File: config.mk
export PLATFORM = sky130hd
export DESIGN_NAME = mc_ctrl
export DESIGN_NICKNAME = d
export VERILOG_FILES = /design/src/rtl/mips_pkg.sv /design/src/rtl/mc_decode.sv /design/src/rtl/mc_ctrl.sv
export SDC_FILE = /design/constraint.sdc
export NUM_CORES = 1
export LEC_CHECK = 0
export ABC_AREA = 0
export BUFFER_PORTS_ARGS = -buffer_cell sky130_fd_sc_hd__buf_2
export CAP_MARGIN = 25
export CORE_MARGIN = 1.5
export CORE_UTILIZATION = 55
export DETAILED_ROUTE_END_ITERATION = 12
export GPL_ROUTABILITY_DRIVEN = 0
export HOLD_SLACK_MARGIN = 0.06
export PLACE_DENSITY = 0.88
export REMOVE_ABC_BUFFERS = 1
export SLEW_MARGIN = 40
export SYNTH_ARGS = -nofsm -noshare
export SYNTH_HDL_FRONTEND = slang
export SYNTH_SLANG_ARGS = --single-unit
File: constraint.sdc
create_clock -name clk -period 5.1 [get_ports clk]
set_input_delay 1.02 -clock clk [delete_from_list [all_inputs] [get_ports clk]]
set_output_delay 1.02 -clock clk [all_outputs]
set_load 0.005 [all_outputs]
File: src/rtl/mips_pkg.sv
// Shared encodings for the multi-cycle MIPS control path: opcodes, functs, FSM states
// and the datapath select codes driven by mc_ctrl.
package mips_pkg;

    localparam logic [5:0] OP_RTYPE = 6'h00;
    localparam logic [5:0] OP_J     = 6'h02;
    localparam logic [5:0] OP_JAL   = 6'h03;
    localparam logic [5:0] OP_BEQ   = 6'h04;
    localparam logic [5:0] OP_BNE   = 6'h05;
    localparam logic [5:0] OP_ADDI  = 6'h08;
    localparam logic [5:0] OP_SLTI  = 6'h0A;
    localparam logic [5:0] OP_ANDI  = 6'h0C;
    localparam logic [5:0] OP_ORI   = 6'h0D;
    localparam logic [5:0] OP_LUI   = 6'h0F;
    localparam logic [5:0] OP_LW    = 6'h23;
    localparam logic [5:0] OP_SW    = 6'h2B;

    localparam logic [5:0] FN_JR  = 6'h08;
    localparam logic [5:0] FN_ADD = 6'h20;
    localparam logic [5:0] FN_SUB = 6'h22;
    localparam logic [5:0] FN_AND = 6'h24;
    localparam logic [5:0] FN_OR  = 6'h25;
    localparam logic [5:0] FN_SLT = 6'h2A;

    localparam logic [2:0] ALU_ADD = 3'b000;
    localparam logic [2:0] ALU_SUB = 3'b001;
    localparam logic [2:0] ALU_AND = 3'b010;
    localparam logic [2:0] ALU_OR  = 3'b011;
    localparam logic [2:0] ALU_SLT = 3'b100;

    localparam logic [1:0] EXT_SIGN = 2'b00;
    localparam logic [1:0] EXT_ZERO = 2'b01;
    localparam logic [1:0] EXT_LUI  = 2'b10;

    localparam logic [1:0] PC_ALU  = 2'b00;
    localparam logic [1:0] PC_OUT  = 2'b01;
    localparam logic [1:0] PC_JUMP = 2'b10;
    localparam logic [1:0] PC_RS   = 2'b11;

    localparam logic [1:0] RD_RT = 2'b00;
    localparam logic [1:0] RD_RD = 2'b01;
    localparam logic [1:0] RD_RA = 2'b10;

    localparam logic [1:0] MR_ALU = 2'b00;
    localparam logic [1:0] MR_MDR = 2'b01;
    localparam logic [1:0] MR_PC  = 2'b10;

    localparam logic [1:0] SB_RT   = 2'b00;
    localparam logic [1:0] SB_FOUR = 2'b01;
    localparam logic [1:0] SB_IMM  = 2'b10;
    localparam logic [1:0] SB_IMM4 = 2'b11;

    typedef enum logic [3:0] {
        ST_FETCH    = 4'd0,
        ST_DECODE   = 4'd1,
        ST_EXEC_R   = 4'd2,
        ST_EXEC_I   = 4'd3,
        ST_WB_R     = 4'd4,
        ST_WB_I     = 4'd5,
        ST_MEM_ADDR = 4'd6,
        ST_MEM_RD   = 4'd7,
        ST_MEM_WR   = 4'd8,
        ST_WB_MEM   = 4'd9,
        ST_BRANCH   = 4'd10,
        ST_JUMP     = 4'd11,
        ST_TRAP     = 4'd12
    } state_t;

    typedef enum logic [3:0] {
        CL_R, CL_I, CL_LW, CL_SW, CL_BEQ, CL_BNE, CL_J, CL_JAL, CL_JR, CL_ILL
    } iclass_t;

    typedef struct packed {
        iclass_t    iclass;
        logic [2:0] alu_op;
        logic [1:0] ext_op;
    } decode_t;

endpackage

File: src/rtl/mc_decode.sv
// Combinational instruction decoder: maps {opcode, funct} to an instruction class,
// the ALU operation, the immediate-extension mode and an illegal flag.
module mc_decode
    import mips_pkg::*;
(
    input  logic [5:0] opcode,
    input  logic [5:0] funct,
    output decode_t    dec,
    output logic       illegal
);

    always_comb begin
        // NOTE: every output gets a default before the case so no path can infer a latch.
        dec.iclass = CL_ILL;
        dec.alu_op = ALU_ADD;
        dec.ext_op = EXT_SIGN;
        case (opcode)
            OP_RTYPE: begin
                case (funct)
                    FN_ADD: begin dec.iclass = CL_R; dec.alu_op = ALU_ADD; end
                    FN_SUB: begin dec.iclass = CL_R; dec.alu_op = ALU_SUB; end
                    FN_AND: begin dec.iclass = CL_R; dec.alu_op = ALU_AND; end
                    FN_OR:  begin dec.iclass = CL_R; dec.alu_op = ALU_OR;  end
                    FN_SLT: begin dec.iclass = CL_R; dec.alu_op = ALU_SLT; end
                    FN_JR:  dec.iclass = CL_JR;
                    default: dec.iclass = CL_ILL;
                endcase
            end
            OP_LW:   dec.iclass = CL_LW;
            OP_SW:   dec.iclass = CL_SW;
            OP_BEQ:  begin dec.iclass = CL_BEQ; dec.alu_op = ALU_SUB; end
            OP_BNE:  begin dec.iclass = CL_BNE; dec.alu_op = ALU_SUB; end
            OP_J:    dec.iclass = CL_J;
            OP_JAL:  dec.iclass = CL_JAL;
            OP_ADDI: begin dec.iclass = CL_I; dec.alu_op = ALU_ADD; end
            OP_SLTI: begin dec.iclass = CL_I; dec.alu_op = ALU_SLT; end
            OP_ANDI: begin dec.iclass = CL_I; dec.alu_op = ALU_AND; dec.ext_op = EXT_ZERO; end
            OP_ORI:  begin dec.iclass = CL_I; dec.alu_op = ALU_OR;  dec.ext_op = EXT_ZERO; end
            // lui relies on rs being $0, so add passes the shifted immediate through.
            OP_LUI:  begin dec.iclass = CL_I; dec.alu_op = ALU_ADD; dec.ext_op = EXT_LUI; end
            default: dec.iclass = CL_ILL;
        endcase
    end

    assign illegal = (dec.iclass == CL_ILL);

endmodule

File: src/rtl/mc_ctrl.sv
// Multi-cycle MIPS control FSM: sequences fetch/decode/execute/memory/write-back, owns the
// memory handshake with timeout, the retired-instruction counter and the sticky trap.
module mc_ctrl
    import mips_pkg::*;
#(
    parameter int MEM_TIMEOUT = 255,
    parameter int CNT_W       = 32
) (
    input  logic             clk,
    input  logic             rst_n,
    input  logic [5:0]       opcode,
    input  logic [5:0]       funct,
    input  logic             zero,
    input  logic             mem_ready,
    output logic             pc_we,
    output logic             ir_we,
    output logic             iord,
    output logic             mem_req,
    output logic             mem_we,
    output logic             reg_we,
    output logic [1:0]       regdst,
    output logic [1:0]       memtoreg,
    output logic             alusrc_a,
    output logic [1:0]       alusrc_b,
    output logic [2:0]       alu_op,
    output logic [1:0]       ext_op,
    output logic [1:0]       pc_src,
    output logic [3:0]       state,
    output logic             trap,
    output logic [CNT_W-1:0] instr_cnt
);

    localparam int TW = (MEM_TIMEOUT > 1) ? $clog2(MEM_TIMEOUT) : 1;

    state_t        state_q, state_n;
    decode_t       dec, dec_q;
    logic          illegal;
    logic          rst_q;
    logic [TW-1:0] wait_cnt;
    logic          timeout;
    logic          retire;

    mc_decode u_decode (
        .opcode  (opcode),
        .funct   (funct),
        .dec     (dec),
        .illegal (illegal)
    );

    // rst_q keeps every output quiet for the cycle after reset, so an access cut short by
    // reset sees mem_req fall on the reset edge itself.
    always_ff @(posedge clk) begin
        // NOTE: sequential state uses non-blocking assignments so all flops update together.
        if (!rst_n) begin
            state_q   <= ST_FETCH;
            rst_q     <= 1'b1;
            dec_q     <= '{iclass: CL_ILL, alu_op: ALU_ADD, ext_op: EXT_SIGN};
            wait_cnt  <= '0;
            instr_cnt <= '0;
        end else begin
            state_q <= state_n;
            rst_q   <= 1'b0;
            if (state_q == ST_DECODE)
                dec_q <= dec;
            if (!mem_req || mem_ready)
                wait_cnt <= '0;
            else
                wait_cnt <= wait_cnt + 1'b1;
            if (retire)
                instr_cnt <= instr_cnt + 1'b1;
        end
    end

    assign timeout = (MEM_TIMEOUT != 0) && (wait_cnt == TW'(MEM_TIMEOUT - 1));
    assign retire  = !rst_q && (state_q != ST_FETCH) && (state_n == ST_FETCH);
    assign state   = state_q;
    assign trap    = (state_q == ST_TRAP);

    always_comb begin
        state_n  = state_q;
        pc_we    = 1'b0;
        ir_we    = 1'b0;
        iord     = 1'b0;
        mem_req  = 1'b0;
        mem_we   = 1'b0;
        reg_we   = 1'b0;
        regdst   = RD_RT;
        memtoreg = MR_ALU;
        alusrc_a = 1'b0;
        alusrc_b = SB_RT;
        alu_op   = ALU_ADD;
        ext_op   = EXT_SIGN;
        pc_src   = PC_ALU;
        if (rst_q) begin
            state_n = ST_FETCH;
        end else begin
            if (!(state_q inside {ST_FETCH, ST_DECODE, ST_TRAP}))
                ext_op = dec_q.ext_op;
            case (state_q)
                ST_FETCH: begin
                    mem_req  = 1'b1;
                    alusrc_b = SB_FOUR;
                    if (mem_ready) begin
                        ir_we   = 1'b1;
                        pc_we   = 1'b1;
                        state_n = ST_DECODE;
                    end else if (timeout) begin
                        state_n = ST_TRAP;
                    end
                end
                ST_DECODE: begin
                    alusrc_b = SB_IMM4;
                    ext_op   = dec.ext_op;
                    if (illegal)
                        state_n = ST_TRAP;
                    else
                        case (dec.iclass)
                            CL_R:                 state_n = ST_EXEC_R;
                            CL_I:                 state_n = ST_EXEC_I;
                            CL_LW, CL_SW:         state_n = ST_MEM_ADDR;
                            CL_BEQ, CL_BNE:       state_n = ST_BRANCH;
                            CL_J, CL_JAL, CL_JR:  state_n = ST_JUMP;
                            default:              state_n = ST_TRAP;
                        endcase
                end
                ST_EXEC_R, ST_WB_R: begin
                    alusrc_a = 1'b1;
                    alu_op   = dec_q.alu_op;
                    regdst   = RD_RD;
                    reg_we   = (state_q == ST_WB_R);
                    state_n  = (state_q == ST_EXEC_R) ? ST_WB_R : ST_FETCH;
                end
                ST_EXEC_I, ST_WB_I: begin
                    alusrc_a = 1'b1;
                    alusrc_b = SB_IMM;
                    alu_op   = dec_q.alu_op;
                    reg_we   = (state_q == ST_WB_I);
                    state_n  = (state_q == ST_EXEC_I) ? ST_WB_I : ST_FETCH;
                end
                ST_MEM_ADDR: begin
                    alusrc_a = 1'b1;
                    alusrc_b = SB_IMM;
                    state_n  = (dec_q.iclass == CL_SW) ? ST_MEM_WR : ST_MEM_RD;
                end
                ST_MEM_RD, ST_MEM_WR: begin
                    mem_req = 1'b1;
                    iord    = 1'b1;
                    mem_we  = (state_q == ST_MEM_WR);
                    if (mem_ready)
                        state_n = (state_q == ST_MEM_RD) ? ST_WB_MEM : ST_FETCH;
                    else if (timeout)
                        state_n = ST_TRAP;
                end
                ST_WB_MEM: begin
                    reg_we   = 1'b1;
                    memtoreg = MR_MDR;
                    state_n  = ST_FETCH;
                end
                ST_BRANCH: begin
                    alusrc_a = 1'b1;
                    alu_op   = ALU_SUB;
                    pc_src   = PC_OUT;
                    pc_we    = ((dec_q.iclass == CL_BEQ) && zero) ||
                               ((dec_q.iclass == CL_BNE) && !zero);
                    state_n  = ST_FETCH;
                end
                ST_JUMP: begin
                    pc_we   = 1'b1;
                    pc_src  = (dec_q.iclass == CL_JR) ? PC_RS : PC_JUMP;
                    if (dec_q.iclass == CL_JAL) begin
                        reg_we   = 1'b1;
                        regdst   = RD_RA;
                        memtoreg = MR_PC;
                    end
                    state_n = ST_FETCH;
                end
                ST_TRAP: state_n = ST_TRAP;
                default: state_n = ST_TRAP;
            endcase
        end
    end

endmodule

==> results.txt <==
status: completed
DRC Markers: 0
Max Freq: 272 MHz
row count: 28
Pleak: 1.48 nW
R2R depth: 7
final antenna-violating net count: 0
Die W: 82.6 um
initial antenna violation count: 0
clock sinks: 54
CP max FO: 19
headroom to the max-slew limit: 48.0%
Clock Latency Late Sink: 0.31 ns
critical path startpoint category: flip-flop
final WL: 9.19 mm
Hold/Removal Path Class: reg2reg
count of mapped cells out of synthesis: 447
library cells used by synthesis: 62
vias per cell: 6.44
total track usage: 27.2%
Slew Limit Fails: 0
io pins: 73
first-pass GRT wire length: 14.6 mm
Core Region: 0.00603 mm^2
via count: 3664
Port Buffers: 72
setup_tns: 0 ns
Crit. End Element: primary output
Post-Layout Cell Count: 569
syn_area_per_cell: 7.79 um^2
Clock H-tree levels: 2
PwrDens: 194 mW/mm^2
Clock Path Buffers: 2
Fill cells: 527
slowest CP cell: dfxtp_1
global route total overflow: 0
post-CTS sizing: 0
setup bufs post-CTS: 0
Fin. Hold Viols: 0
area leader, netlist: dfxtp_1
Initial Util: 57.8%
fin nets: 513
critical path class: reg2out
placed cells: 562
cts bufs inserted: 5
number of DRC markers in iteration 0: 530
n_diodes: 0
Hold Path Stages: 2
clk slew on worst S/H paths: 0.09 ns
dpl ws: 1.24 ns
#FFs+latches synth: 54
VDD IR max: 200 uV
post-synth top area share: 31.0%
die footprint: 0.00682 mm^2
Seq/Total Area, Yosys: 31.0%
root buf cell: clkbuf_8
Arrival @ worst endpoint: 2.66 ns
EDFF count, synth: 0
Worst Path Required: 4.08 ns
number of global-route vias before repair: 3192
wire per inst: 16.2 um
top cells by area, synth: dfxtp_1, nand2b_1, mux2i_1
yosys warns: 0
most common cell in the netlist: dfxtp_1
RSZ-0062 raised after global routing: false
Final WS setup: 1.42 ns
Syn-to-layout area delta: 11.6%
Detailed Routing Iterations Pass 1: 5
ys flop type: dfxtp_1
Final Setup Violations: 0
top cells by instance count after synthesis: dfxtp_1, nand2_1, nor2_1
crit path cell chain: clkinv_1 > nor4_2 > buf_4 > and4_1 > nand3_1 > a21oi_1 > buf_2
CTS tree: done
Worst-Margin Slew: 0.778 ns
Post-DP HPWL: 6.31 mm
Die Height: 82.6 um
Final Skew: 0.0108 ns
Tmin final: 3.68 ns
total of max-cap violations: 0
hold buffers post-CTS: 0
synthesized cell area: 0.00348 mm^2
largest net degree at the start of global routing: 51
Core Util, Final: 64.5%
slowest stage delay, CP: 0.69 ns
layout cells sized above 1: 19.0%
Final period util: 72.2%
Post-synth ARST share: 0%
Power, Total: 753 uW
## critical path: cells and delay by family, from the launching register on
kind                   cells  cell delay (ns)
buffers and inverters      3             0.81
DFF                        1             0.69
and+or+nand+nor            3             0.69
AOI/OAI and AO/OA          1             0.15
## cell usage in the layout, fill, tap and decap left out, drive strengths merged, types with 4 or more instances in the layout
master	netlist	final
a211oi	4	4
a21oi	25	25
a31oi	8	8
and2	7	7
and3	14	14
and4	5	5
buf	15	75
clkbuf	20	7
dfxtp	54	54
inv	9	9
mux2i	17	17
nand2	40	40
nand2b	28	28
nand3	26	26
nand3b	4	4
nand4	14	14
nor2	34	34
nor2b	7	7
nor3	9	9
nor4	19	19
o211ai	6	6
o21ai	6	6
o311ai	5	5
o31ai	6	6
o41ai	8	8
or4	6	6
or4b	4	4
xnor2	4	4
xor2	7	7
## where the power goes
| group | total, mW | switching, mW | internal [mW] |
|---|---|---|---|
| sequential | 0.435 | 0.0102 | 0.425 |
| combinational | 0.0883 | 0.0556 | 0.0327 |
| clock | 0.230 | 0.135 | 0.0951 |
| total | 0.753 | 0.201 | 0.553 |
## per-stage QoR
stage / hold slack (ns) / instance area (um^2)
after global routing: 0.494 / 3890
after global placement: 0.444 / 3810
final: 0.461 / 3890
after detailed placement: 0.451 / 3810
after CTS: 0.464 / 3880
after floorplan: 0.437 / 3330
## sequential cells by signal, indices dropped and copies added, names as in the netlist
register	flops
instr_cnt	32
dec_q	9
rst_q	1
wait_cnt	8
state	4
## kinds of logic after synthesis
| group | count (synthesis) | share of synthesized area (%) |
|---|---|---|
| simple gates | 228 | 36.8 |
| xor+xnor | 11 | 2.77 |
| mux | 18 | 5.21 |
| fa+ha+maj | 3 | 1.08 |
| compound gates | 87 | 17.6 |
| buf+inv | 46 | 5.57 |
| flops | 54 | 31.0 |
## layout make-up
cell class | instances | area, um^2 | share of cell area (%)
inverters | 11 | 41.3 | 1.06
well taps | 75 | 93.8 | 2.41
repair buffers | 75 | 385 | 9.91
clock buffers | 7 | 76.3 | 1.96
multi-input cells | 347 | 2210 | 56.8
flip-flops and latches | 54 | 1080 | 27.8
## per-layer routing
| metal | vias to the layer above | part of all wire, % | GRT usage (%) |
|---|---|---|---|
| li1 | 1762 | - | - |
| met1 | 1678 | 42 | 35.0 |
| met2 | 199 | 47 | 44.4 |
| met3 | 25 | 8.3 | 5.38 |
| met4 | 0 | 1.8 | 10.7 |
| met5 | - | 0 | 0 |
## path summary, 6_finish.rpt
check                              start            to  slack [ns]
worst max-delay path            state[0]     ext_op[1]        1.42
worst min-delay path            dec_q[1]      dec_q[1]        0.46
worst max register to register  state[2]  instr_cnt[8]        1.59
worst min register to register  dec_q[1]      dec_q[1]        0.46
Power figures use the tool's default switching activity.
